$ cat src/rtl/openhw_cachebusresp.sv
// Bus-side responder for cache line transfers: splits each line fetch or writeback
// into BEATS memory beats and assembles fetched beats into FetchBuffer.
module openhw_cachebusresp #(
    parameter int PA_BITS = 32,
    parameter int LINELEN = 256,
    parameter int BEATLEN = 64
) (
    input  logic               clk,
    input  logic               reset,
    input  logic [1:0]         CacheBusRW,
    input  logic [PA_BITS-1:0] CacheBusAdr,
    input  logic [LINELEN-1:0] CacheLineWData,
    output logic               CacheBusAck,
    output logic [LINELEN-1:0] FetchBuffer,
    output logic               BusBusy,
    output logic               MemReq,
    output logic               MemWrite,
    output logic [PA_BITS-1:0] MemAdr,
    output logic [BEATLEN-1:0] MemWData,
    input  logic               MemReady,
    input  logic [BEATLEN-1:0] MemRData
);
    localparam int BEATS = LINELEN / BEATLEN;
    localparam int BCW   = $clog2(BEATS);
    localparam int LOFF  = $clog2(LINELEN / 8);
    localparam int BOFF  = $clog2(BEATLEN / 8);

    localparam logic [BCW-1:0]     LAST_BEAT = BCW'(BEATS - 1);
    localparam logic [PA_BITS-1:0] LINE_MASK = ~((PA_BITS'(1) << LOFF) - PA_BITS'(1));

    typedef enum logic [1:0] {
        IDLE  = 2'd0,
        WRITE = 2'd1,
        READ  = 2'd2
    } state_e;

    state_e               state_q;
    logic [BCW-1:0]       beat_q;
    logic [PA_BITS-1:0]   line_adr_q;
    logic [LINELEN-1:0]   wline_q;
    logic [LINELEN-1:0]   fbuf_q;
    logic [LINELEN-1:0]   fbuf_d;
    logic                 req_q;
    logic                 write_q;
    logic                 busy_q;
    logic                 last_beat;

    assign last_beat   = (beat_q == LAST_BEAT);
    assign CacheBusAck = (state_q != IDLE) & MemReady & last_beat;

    assign MemReq      = req_q;
    assign MemWrite    = write_q;
    assign BusBusy     = busy_q;
    assign FetchBuffer = fbuf_q;
    assign MemAdr      = line_adr_q | (PA_BITS'(beat_q) << BOFF);
    assign MemWData    = wline_q[int'(beat_q) * BEATLEN +: BEATLEN];

    // Only the slot of the beat being accepted changes; the rest of the line holds.
    always_comb begin
        fbuf_d = fbuf_q;
        if (state_q == READ && MemReady) begin
            fbuf_d[int'(beat_q) * BEATLEN +: BEATLEN] = MemRData;
        end
    end

    always_ff @(posedge clk or negedge reset) begin
        if (!reset) begin
            fbuf_q <= '0;
        end else begin
            fbuf_q <= fbuf_d;
        end
    end

    always_ff @(posedge clk or negedge reset) begin
        if (!reset) begin
            state_q    <= IDLE;
            beat_q     <= '0;
            line_adr_q <= '0;
            wline_q    <= '0;
            req_q      <= 1'b0;
            write_q    <= 1'b0;
            busy_q     <= 1'b0;
        end else begin
            case (state_q)
                IDLE: begin
                    if (CacheBusRW[0]) begin
                        line_adr_q <= CacheBusAdr & LINE_MASK;
                        wline_q    <= CacheLineWData;
                        beat_q     <= '0;
                        state_q    <= WRITE;
                        req_q      <= 1'b1;
                        write_q    <= 1'b1;
                        busy_q     <= 1'b1;
                    end else if (CacheBusRW[1]) begin
                        line_adr_q <= CacheBusAdr & LINE_MASK;
                        beat_q     <= '0;
                        state_q    <= READ;
                        req_q      <= 1'b1;
                        write_q    <= 1'b0;
                        busy_q     <= 1'b1;
                    end
                end
                WRITE: begin
                    if (MemReady) begin
                        beat_q <= beat_q + BCW'(1);
                        if (last_beat) begin
                            // A fetch held by the cache at ack time chains straight into READ.
                            if (CacheBusRW[1]) begin
                                line_adr_q <= CacheBusAdr & LINE_MASK;
                                beat_q     <= '0;
                                state_q    <= READ;
                                write_q    <= 1'b0;
                            end else begin
                                state_q <= IDLE;
                                req_q   <= 1'b0;
                                write_q <= 1'b0;
                                busy_q  <= 1'b0;
                            end
                        end
                    end
                end
                READ: begin
                    if (MemReady) begin
                        beat_q <= beat_q + BCW'(1);
                        if (last_beat) begin
                            state_q <= IDLE;
                            req_q   <= 1'b0;
                            write_q <= 1'b0;
                            busy_q  <= 1'b0;
                        end
                    end
                end
                default: begin
                    state_q <= IDLE;
                    req_q   <= 1'b0;
                    write_q <= 1'b0;
                    busy_q  <= 1'b0;
                end
            endcase
        end
    end

endmodule
$ cat config.mk
export PLATFORM = sky130hd
export DESIGN_NAME = openhw_cachebusresp
export DESIGN_NICKNAME = d
export VERILOG_FILES = /design/src/rtl/openhw_cachebusresp.sv
export SDC_FILE = /design/constraint.sdc
export NUM_CORES = 1
export LEC_CHECK = 0
export CORE_AREA = 2 2 278 280
export CTS_BUF_LIST = sky130_fd_sc_hd__clkbuf_8 sky130_fd_sc_hd__clkbuf_16
export DETAILED_ROUTE_END_ITERATION = 8
export DIE_AREA = 0 0 280 282
export PLACE_DENSITY = 0.64
export SLEW_MARGIN = 15
export SYNTH_ARGS = -nofsm -noshare
export SYNTH_HDL_FRONTEND = slang
export SYNTH_SLANG_ARGS = --single-unit
$ cat constraint.sdc
create_clock -name clk -period 2.5 [get_ports clk]
set_input_delay 0.5 -clock clk [delete_from_list [all_inputs] [get_ports clk]]
set_output_delay 0.5 -clock clk [all_outputs]
set_load 0.05 [all_outputs]
==> impl_metrics.env, run 1 <==
export IMPL_yosysSeqAreaShare_pct=62.2
export IMPL_portBuffers=707
export IMPL_worst_skew_pair_late_latency_ns=0.60
export IMPL_io_pins=713
export IMPL_tightest_slew_ns=0.815
export IMPL_async_flop_share_pct=100
export IMPL_cts_tree="built"
export IMPL_start_util_pct=29.2
export IMPL_synthCells=1501
export IMPL_first_global_vias=16800
export IMPL_drt_iter0_drc=826
export IMPL_synth_nets=1869
export IMPL_fmax_mhz=374
export IMPL_cts_buffers=57
export IMPL_timing_slew_headroom_pct=45.6
export IMPL_drive_gt1_share_pct=27.8
export IMPL_dieHeight_um=282
export IMPL_cts_sinks=550
export IMPL_maxSlewViolCount=0
export IMPL_fin_crit_ns=2.67
export IMPL_violations="negative setup slack"
export IMPL_dieArea_sq_um=79000
export IMPL_critPathRequiredTime_ns=2.00
export IMPL_fin_crit_sh_pct=107
export IMPL_dp_hpwl_mm=53.2
export IMPL_ir_drop_mv=0.934
export IMPL_nets=2575
export IMPL_rows=101
export IMPL_grt_antenna_before_repair=14
export IMPL_hold_worst_slack_ns=0.480
export IMPL_dr_pass1_iters=5
export IMPL_synth_area_sq_um=22100
export IMPL_finalSetupViolCount=64
export IMPL_ys_seq_elements=550
export IMPL_root_buffer="clkbuf_16"
export IMPL_reg2regPathDepth=9
export IMPL_worstSetupEndpointType="output pin"
export IMPL_ys_types=34
export IMPL_yosys_warnings=0
export IMPL_path_clk_slew_ns=0.06
export IMPL_htreeDepth=2
export IMPL_grt_overflow=0
export IMPL_core_area_sq_um=75700
export IMPL_fin_setup_tns_ns=-8.26
export IMPL_synth_avg_cell_area_sq_um=14.7
export IMPL_wl_per_cell_um=22.5
export IMPL_fp_dieW_um=280
export IMPL_synthXorXnorAreaFrac_pct=0
export IMPL_cts_path_max_buffers=3
export IMPL_finalHoldViolCount=0
export IMPL_postRouteAntennaNets=0
export IMPL_cp_arrival_ns=2.17
export IMPL_p_leak_nw=13.8
export IMPL_syn2layout_area_growth_pct=49.8
export IMPL_grt_max_degree=91
export IMPL_synth_top_family_by_area="multiplexers"
export IMPL_yosys_top_cells_area="dfrtp_1 (62%), mux2_2 (15%), a22o_1 (7.3%), mux4_2 (6.5%), nand2_1 (2.5%)"
export IMPL_crit_path_max_fanout=9
export IMPL_globalplace_congestion=0.844
export IMPL_critPathKind="flip-flop to output pin"
export IMPL_power_total_w=0.0408
export IMPL_drcViolationCount=0
export IMPL_via_count=15700
export IMPL_maxCapViolCount=0
export IMPL_synth_top_cell_area_share_pct=62.2
export IMPL_synth_adder_area_share_pct=0.622
export IMPL_synth_ff_type="dfrtp_1"
export IMPL_grt_first_pass_wirelength_mm=108
export IMPL_finalWirelength_mm=72.8
export IMPL_routed_via_density=4.86
export IMPL_synth_largest_area_cell="dfrtp_1"
export IMPL_status="finished with violations"
export IMPL_worstHoldPathType="flip-flop to flip-flop"
export IMPL_synth_compound_area_share_pct=9.25
export IMPL_hold_depth=2
export IMPL_track_usage_pct=17.9
export IMPL_cp_start_kind="flip-flop"
export IMPL_setup_ws_ns=-0.174
export IMPL_rsz0062_at_grt="true"
export IMPL_fin_worst_skew_ns=0.0146
export IMPL_synth_edff_count=0
export IMPL_powerDensity_nw_per_um2=1230
export IMPL_synthMuxAreaShare_pct=21.3
export IMPL_synthSimpleGateAreaFrac_pct=3.25
-- synth_stat cells, types with 2 or more instances --
master and count:
mux4_2 64, inv_1 7, and2_1 5, nor3_1 3, buf_4 32, nor2_1 3
or2_2 3, buf_1 6, mux2_1 2, ha_1 11, a22o_1 184, clkbuf_1 42
nand3_1 3, mux2_2 285, o21ai_0 12, o211ai_1 2, dfrtp_1 550, buf_2 60
nand2b_1 2, nand2_1 147, mux2i_1 3, o21ai_1 60, nor4b_1 2, a21oi_1 3
-- sequential cells by signal, indices dropped and copies added (netlist names) --
name,cells
FetchBuffer,256
beat_q,2
line_adr_q,32
state_q,2
wline_q,256
MemWrite,1
BusBusy,1
-- critical path, stage by stage, from the launching register on --
cell and delay, ns:
dfrtp_4 0.48, buf_12 0.18, buf_8 0.15, mux4_2 0.55
buf_6 0.18
-- layer usage --
metal	vias to the layer above	wire [um]	track usage, %
met5	-	58	0
met4	14	2270	5.94
met3	131	6930	6.61
met2	670	36400	30.9
met1	8052	27100	20.5
li1	6869	-	-
-- power breakdown --
| group | leakage [nW] | total (W) | switching, W | internal (W) |
|---|---|---|---|---|
| clock | 1.09 | 0.00979 | 0.00372 | 0.00606 |
| combinational | 5.78 | 0.0175 | 0.00977 | 0.00776 |
| sequential | 6.96 | 0.0135 | 0.00166 | 0.0118 |
| total | 13.8 | 0.0408 | 0.0152 | 0.0256 |
-- logic make-up after synthesis --
kind of cell               count (synthesis)
AOI/OAI and AO/OA                        266
muxes                                    354
adders and majority gates                 11
and+or+nand+nor                          173
buffers and inverters                    147
DFF                                      550
-- layout by cell type, fill, tap and decap left out, types with 25 or more instances in the layout --
cell type / instances
o21ai_1: 60
clkbuf_16: 61
buf_6: 60
buf_12: 25
a22o_1: 184
mux2_2: 285
mux4_2: 64
dfrtp_1: 548
buf_4: 58
nand2_1: 146
clkdlybuf4s50_1: 634
-- final timing paths --
check,start,slack (ns),end
worst max-delay path,beat_q[0],-0.17,MemWData[55]
worst min-delay path,FetchBuffer[127],0.48,FetchBuffer[127]
worst max register to register,beat_q[0],0.12,FetchBuffer[21]
worst min register to register,FetchBuffer[127],0.48,FetchBuffer[127]
max in group asynchronous,reset,1.13,wline_q[94]
min in group asynchronous,reset,0.49,line_adr_q[28]
-- metrics by stage --
| step | cell area, sq um | cells | setup WS (ns) | utilization [%] |
|---|---|---|---|---|
| floorplan | 22100 | 1501 | 0.00452 | - |
| global placement | 30500 | 3114 | 0.0904 | 40.2 |
| detailed placement | 30500 | 3114 | 0.00181 | 40.2 |
| CTS | 33100 | 3231 | -0.232 | 43.7 |
| global route | 33100 | 3235 | -0.252 | 43.8 |
| finish | 33100 | 3239 | -0.174 | 43.8 |
-- cell type report --
type / count / area, sq um
tap: 978 / 1220
sequential: 550 / 13800
antenna: 5 / 12.5
fill: 6751 / 42600
timing repair buffer: 787 / 8160
multi-input combinational: 804 / 7740
inverter: 7 / 26.3
clock buffer: 77 / 1720
clock inverter: 31 / 478
-- timing repair --
action | 4_1_cts | 5_1_grt
hold endpoints to repair | 45 | 0
resized for setup | 72 | 5
endpoints found under the setup margin | 72 | 169
setup buffers | 6 | 1
cloned | 2 | 2
hold buffers | 1 | 0
No activity file was read; power rests on OpenSTA's default activity.
==> run 2: changes to the inputs <==
--- a/config.mk
+++ b/config.mk
@@ -5,6 +5,7 @@
 export SDC_FILE = /design/constraint.sdc
 export NUM_CORES = 1
 export LEC_CHECK = 0
+export ABC_AREA = 0
 export CORE_AREA = 2 2 278 280
 export CTS_BUF_LIST = sky130_fd_sc_hd__clkbuf_8 sky130_fd_sc_hd__clkbuf_16
 export DETAILED_ROUTE_END_ITERATION = 8
==> constraint.sdc (replaced) <==
create_clock -name clk -period 2.3 [get_ports clk]
set_input_delay 0.46 -clock clk [delete_from_list [all_inputs] [get_ports clk]]
set_output_delay 0.46 -clock clk [all_outputs]
set_load 0.05 [all_outputs]
==> impl_metrics.env, run 2 (synthesis gave the netlist of run 1 again) <==
export IMPL_status="finished with violations"
export IMPL_violations="negative setup slack"
export IMPL_finalWirelength_mm=74.0
export IMPL_setup_ws_ns=-0.306
export IMPL_nets=2582
export IMPL_htreeDepth=2
export IMPL_fin_crit_sh_pct=113
export IMPL_timing_slew_headroom_pct=60.4
export IMPL_critPathKind="flip-flop to output pin"
export IMPL_critPathMaxStageDelay_ns=0.57
export IMPL_drt_iter0_drc=813
export IMPL_power_frac_comb_pct=43.2
export IMPL_dp_hpwl_mm=53.8
export IMPL_placed_cells=3117
export IMPL_routed_via_density=4.85
export IMPL_finalSetupViolCount=65
export IMPL_p_clk_share_pct=24.3
export IMPL_maxCapViolCount=0
export IMPL_postRouteAntennaNets=0
export IMPL_crit_path_frequent_cell="buf_8"
export IMPL_globalplace_congestion=0.837
export IMPL_finalHoldViolCount=0
export IMPL_fillers=6734
export IMPL_seq_power_share_pct=32.5
export IMPL_grt_antenna_before_repair=25
export IMPL_worstHoldPathType="input pin to async pin"
export IMPL_multi_input_area_sq_um=7740
export IMPL_hold_worst_slack_ns=0.363
export IMPL_critPathRequiredTime_ns=1.84
export IMPL_fin_crit_ns=2.61
export IMPL_fmax_mhz=384
export IMPL_maxSlewViolCount=0
export IMPL_p_leak_nw=15.4
export IMPL_core_area_sq_um=75700
export IMPL_crit_path_max_fanout=7
export IMPL_worstSetupEndpointType="output pin"
export IMPL_rows=101
export IMPL_worstPathCellList="buf_12, buf_8, mux4_2, buf_8"
export IMPL_regArea_sq_um=13800
export IMPL_cts_tree="built"
export IMPL_cts_path_max_buffers=3
export IMPL_p_int_w=0.0284
export IMPL_critPathSlowestCell="mux4_2"
export IMPL_track_usage_pct=18.1
export IMPL_fp_dieW_um=280
export IMPL_fin_worst_skew_ns=0.0107
export IMPL_power_total_w=0.0451
export IMPL_drive_gt1_share_pct=28.2
export IMPL_dieHeight_um=282
export IMPL_dr_pass1_iters=4
export IMPL_cts_sinks=550
export IMPL_drcViolationCount=0
export IMPL_start_util_pct=29.2
export IMPL_cp_arrival_ns=2.15
export IMPL_portBuffers=707
export IMPL_grt_overflow=0
export IMPL_sw_frac_of_total_pct=37.0
export IMPL_syn2layout_area_growth_pct=51.6
export IMPL_grt_first_pass_wirelength_mm=108
export IMPL_path_clk_slew_ns=0.06
export IMPL_final_common_cell="dfrtp_1"
export IMPL_p_switching_w=0.0167
export IMPL_powerDensity_nw_per_um2=1340
export IMPL_worst_path_buf_inv=3
export IMPL_via_count=15800
export IMPL_cp_start_kind="flip-flop"
export IMPL_io_pins=713
export IMPL_final_cells=3256
export IMPL_ir_drop_mv=1.02
export IMPL_tightest_slew_ns=0.594
export IMPL_rsz0062_at_grt="true"
export IMPL_dieArea_sq_um=79000
export IMPL_mostFrequentLayoutCells="dfrtp_1 (548), clkdlybuf4s50_1 (481), mux2_2 (285)"
export IMPL_root_buffer="clkbuf_16"
export IMPL_critPathTopFamily="multiplexers"
export IMPL_wl_per_cell_um=22.7
export IMPL_worst_skew_pair_late_latency_ns=0.61
export IMPL_first_global_vias=16900
export IMPL_grt_max_degree=73
export IMPL_cts_buffers=60
## run 2: cell types whose count changed in the layout (fill, tap and decap cells not counted), sizes merged, moves of 2 or more
cell           previous run  this run
buf                     148       156
inv                      12        16
dlygate4sd2               1        87
diode                     5        12
clkdlybuf4s50           634       481
dlymetal6s2s              0        64
clkbuf                   79        83
clkinvlp                  5         3
## run 2: repair_timing
action / CTS / global route
buffers inserted: 7 / 0
cloned: 3 / 2
hold endpoints to repair: 27 / 0
endpoints found under the setup margin: 224 / 242
pin swaps: 2 / 0
hold buffers: 1 / 0
resized for setup: 183 / 73
## run 2: per-stage QoR
step	util [%]	TNS [ns]	cell area, sq um	setup slack, ns
after floorplan	-	0	22100	0.0353
after global placement	40.3	0	30500	0.0794
after detailed placement	40.3	-2.36	30500	-0.0459
after CTS	43.9	-19.28	33200	-0.371
after global routing	44.3	-20.61	33500	-0.375
final	44.3	-15.70	33500	-0.306
## run 2: final cells by class
cell class              instances  share of cell area [%]
diodes                         12                  0.0896
clock buffers                  81                    5.37
clock inverters                33                    1.51
inverters                       7                  0.0896
multi-input cells             804                    23.1
flip-flops and latches        550                    41.1
well taps                     978                    3.65
repair buffers                791                    25.1
## run 2: path summary, 6_finish.rpt
kind                                    start                to  slack [ns]  cells after the start
min reg2reg                  FetchBuffer[163]  FetchBuffer[163]        0.48                      2
min                                     reset       wline_q[31]        0.36                      2
max reg2reg                         beat_q[0]   FetchBuffer[79]        0.14                      7
min in group clk           CacheLineWData[11]       wline_q[11]        0.46                      2
max                                 beat_q[0]      MemWData[25]       -0.31                      4
max in group asynchronous               reset      wline_q[234]        1.06                      3
## run 2: power by group through the flow
stage | Sequential (W) | Combinational [W] | Clock [W]
after floorplan | 0.0161 | 0.0109 | 0
after global placement | 0.0146 | 0.0181 | 0
after detailed placement | 0.0149 | 0.0184 | 0
after CTS | 0.0146 | 0.0195 | 0.0112
after global routing | 0.0150 | 0.0204 | 0.0116
final | 0.0146 | 0.0194 | 0.0110
## run 2: layer usage
| layer | share of wire (%) | global-route usage (%) |
|---|---|---|
| met4 | 3.7 | 7.88 |
| met3 | 9.5 | 7.00 |
| met5 | 0.23 | 0 |
| met1 | 37 | 20.1 |
| met2 | 50 | 30.8 |
==> run 3: changes to the inputs <==
--- a/config.mk
+++ b/config.mk
@@ -10,6 +10,7 @@
 export CTS_BUF_LIST = sky130_fd_sc_hd__clkbuf_8 sky130_fd_sc_hd__clkbuf_16
 export DETAILED_ROUTE_END_ITERATION = 8
 export DIE_AREA = 0 0 280 282
+export MAX_ROUTING_LAYER = met4
 export PLACE_DENSITY = 0.64
 export SLEW_MARGIN = 15
 export SYNTH_ARGS = -nofsm -noshare
==> impl_metrics.env, run 3 (synthesis gave the netlist of run 1 again) <==
export IMPL_io_pins=713
export IMPL_fin_crit_sh_pct=113
export IMPL_final_common_cell="dfrtp_1"
export IMPL_placed_cells=3117
export IMPL_dp_hpwl_mm=53.8
export IMPL_fin_crit_ns=2.60
export IMPL_p_leak_nw=15.5
export IMPL_first_global_vias=16900
export IMPL_cts_tree="built"
export IMPL_dr_pass1_iters=4
export IMPL_root_buffer="clkbuf_16"
export IMPL_cts_buffers=60
export IMPL_syn2layout_area_growth_pct=51.6
export IMPL_track_usage_pct=18.6
export IMPL_critPathMaxStageDelay_ns=0.57
export IMPL_critPathRequiredTime_ns=1.84
export IMPL_hold_worst_slack_ns=0.368
export IMPL_grt_first_pass_wirelength_mm=108
export IMPL_status="finished with violations"
export IMPL_worstHoldPathType="input pin to async pin"
export IMPL_powerDensity_nw_per_um2=1340
export IMPL_drcViolationCount=0
export IMPL_wl_per_cell_um=22.5
export IMPL_drive_gt1_share_pct=28.2
export IMPL_setup_ws_ns=-0.304
export IMPL_worstSetupEndpointType="output pin"
export IMPL_fin_worst_skew_ns=0.0104
export IMPL_fillers=6732
export IMPL_ir_drop_mv=1.03
export IMPL_critPathKind="flip-flop to output pin"
export IMPL_rows=101
export IMPL_routed_via_density=4.81
export IMPL_drt_iter0_drc=725
export IMPL_cp_arrival_ns=2.14
export IMPL_finalWirelength_mm=73.5
export IMPL_dieHeight_um=282
export IMPL_critPathTopFamily="multiplexers"
export IMPL_crit_path_max_fanout=7
export IMPL_crit_path_frequent_cell="buf_8"
export IMPL_r2r_start="beat_q[0]"
export IMPL_worst_skew_pair_late_latency_ns=0.61
export IMPL_globalplace_congestion=0.850
export IMPL_rsz0062_at_grt="true"
export IMPL_maxCapViolCount=0
export IMPL_path_clk_slew_ns=0.06
export IMPL_via_count=15700
export IMPL_worstPathCellList="buf_12, buf_8, mux4_2, buf_8"
export IMPL_tightest_slew_ns=0.599
export IMPL_critPathSlowestCell="mux4_2"
export IMPL_portBuffers=707
export IMPL_worst_path_buf_inv=3
export IMPL_grt_max_degree=73
export IMPL_final_cells=3269
export IMPL_maxSlewViolCount=0
export IMPL_ff2ff_setup_slack_ns=0.16
export IMPL_cp_start_kind="flip-flop"
export IMPL_htreeDepth=2
export IMPL_fmax_mhz=384
export IMPL_cts_sinks=550
export IMPL_mostFrequentLayoutCells="dfrtp_1 (548), clkdlybuf4s50_1 (479), mux2_2 (285)"
export IMPL_regArea_sq_um=13800
export IMPL_violations="negative setup slack"
export IMPL_cts_path_max_buffers=3
export IMPL_grt_overflow=0
export IMPL_core_area_sq_um=75700
export IMPL_dieArea_sq_um=79000
export IMPL_grt_antenna_before_repair=25
export IMPL_start_util_pct=29.2
export IMPL_nets=2581
export IMPL_reg2regPathDepth=7
export IMPL_finalHoldViolCount=0
export IMPL_fp_dieW_um=280
export IMPL_r2r_end="FetchBuffer[79]"
export IMPL_postRouteAntennaNets=0
export IMPL_multi_input_area_sq_um=7740
export IMPL_timing_slew_headroom_pct=60.1
export IMPL_finalSetupViolCount=65
## run 3: cell count changes in the layout (fill, tap and decap cells not counted)
cell             previous run  this run
diode_2                    12        26
clkdlybuf4s50_1           481       479
dlymetal6s2s_1             64        66
buf_4                      48        49
buf_6                      64        63
clkbuf_16                  63        62
## run 3: cell type report
type / count / share of cell area (%)
clock buffers: 81 / 5.37
diodes: 26 / 0.194
inverters: 7 / 0.0895
flip-flops and latches: 550 / 41.1
clock inverters: 33 / 1.51
repair buffers: 790 / 25.0
well taps: 978 / 3.65
multi-input cells: 804 / 23.1
## run 3: timing repair
| action | 4_1_cts | 5_1_grt |
|---|---|---|
| setup buffers | 7 | 0 |
| hold buffers | 1 | 0 |
| gates cloned | 3 | 1 |
| resized for setup | 183 | 74 |
| pin swaps | 2 | 0 |
| setup endpoints to repair | 224 | 240 |
| endpoints found under the hold margin | 27 | 0 |
## run 3: worst reg2reg max path, delay by kind of cell (launching register included)
family | cells | cell delay, ns
buffers and inverters | 4 | 0.74
DFF | 1 | 0.45
adders and majority gates | 1 | 0.35
and+or+nand+nor | 1 | 0.25
AOI/OAI and AO/OA | 1 | 0.30
## run 3: worst max path at each step
stage | start | slack (ns) | cells after the start | endpoint
final | beat_q[0] | -0.30 | 4 | MemWData[25]
after global routing | beat_q[0] | -0.38 | 4 | MemWData[36]
after CTS | beat_q[0] | -0.37 | 4 | MemWData[36]
after detailed placement | beat_q[0] | -0.05 | 6 | FetchBuffer[94]
after global placement | beat_q[0] | 0.08 | 6 | FetchBuffer[13]
after floorplan | beat_q[1] | 0.04 | 8 | FetchBuffer[10]
## run 3: routing by layer
metal	track usage, %	wire [um]	share of wire [%]	vias to the layer above
met5	-	0	0	-
met4	7.88	2800	3.8	0
met3	6.90	7130	9.7	132
met2	30.8	36700	50	660
met1	20.2	26900	37	8020
li1	-	-	-	6918
## run 3: report_power, final
group | internal, W | leakage, nW | switching, W
Sequential | 0.0129 | 6.96 | 0.00179
Clock | 0.00692 | 1.16 | 0.00406
Combinational | 0.00859 | 7.35 | 0.0108
Total | 0.0284 | 15.5 | 0.0166
## run 3: metrics by stage
| stage | instance area, sq um | worst slack [ns] | power [W] | util, % | setup TNS [ns] |
|---|---|---|---|---|---|
| 6_report | 33500 | -0.304 | 0.0450 | 44.3 | -15.60 |
| 3_5_place_dp | 30500 | -0.0459 | 0.0332 | 40.3 | -2.36 |
| 5_1_grt | 33500 | -0.375 | 0.0469 | 44.3 | -20.63 |
| 2_1_floorplan | 22100 | 0.0353 | 0.0269 | - | 0 |
| 4_1_cts | 33200 | -0.371 | 0.0453 | 43.9 | -19.28 |
| 3_3_place_gp | 30500 | 0.0794 | 0.0327 | 40.3 | 0 |
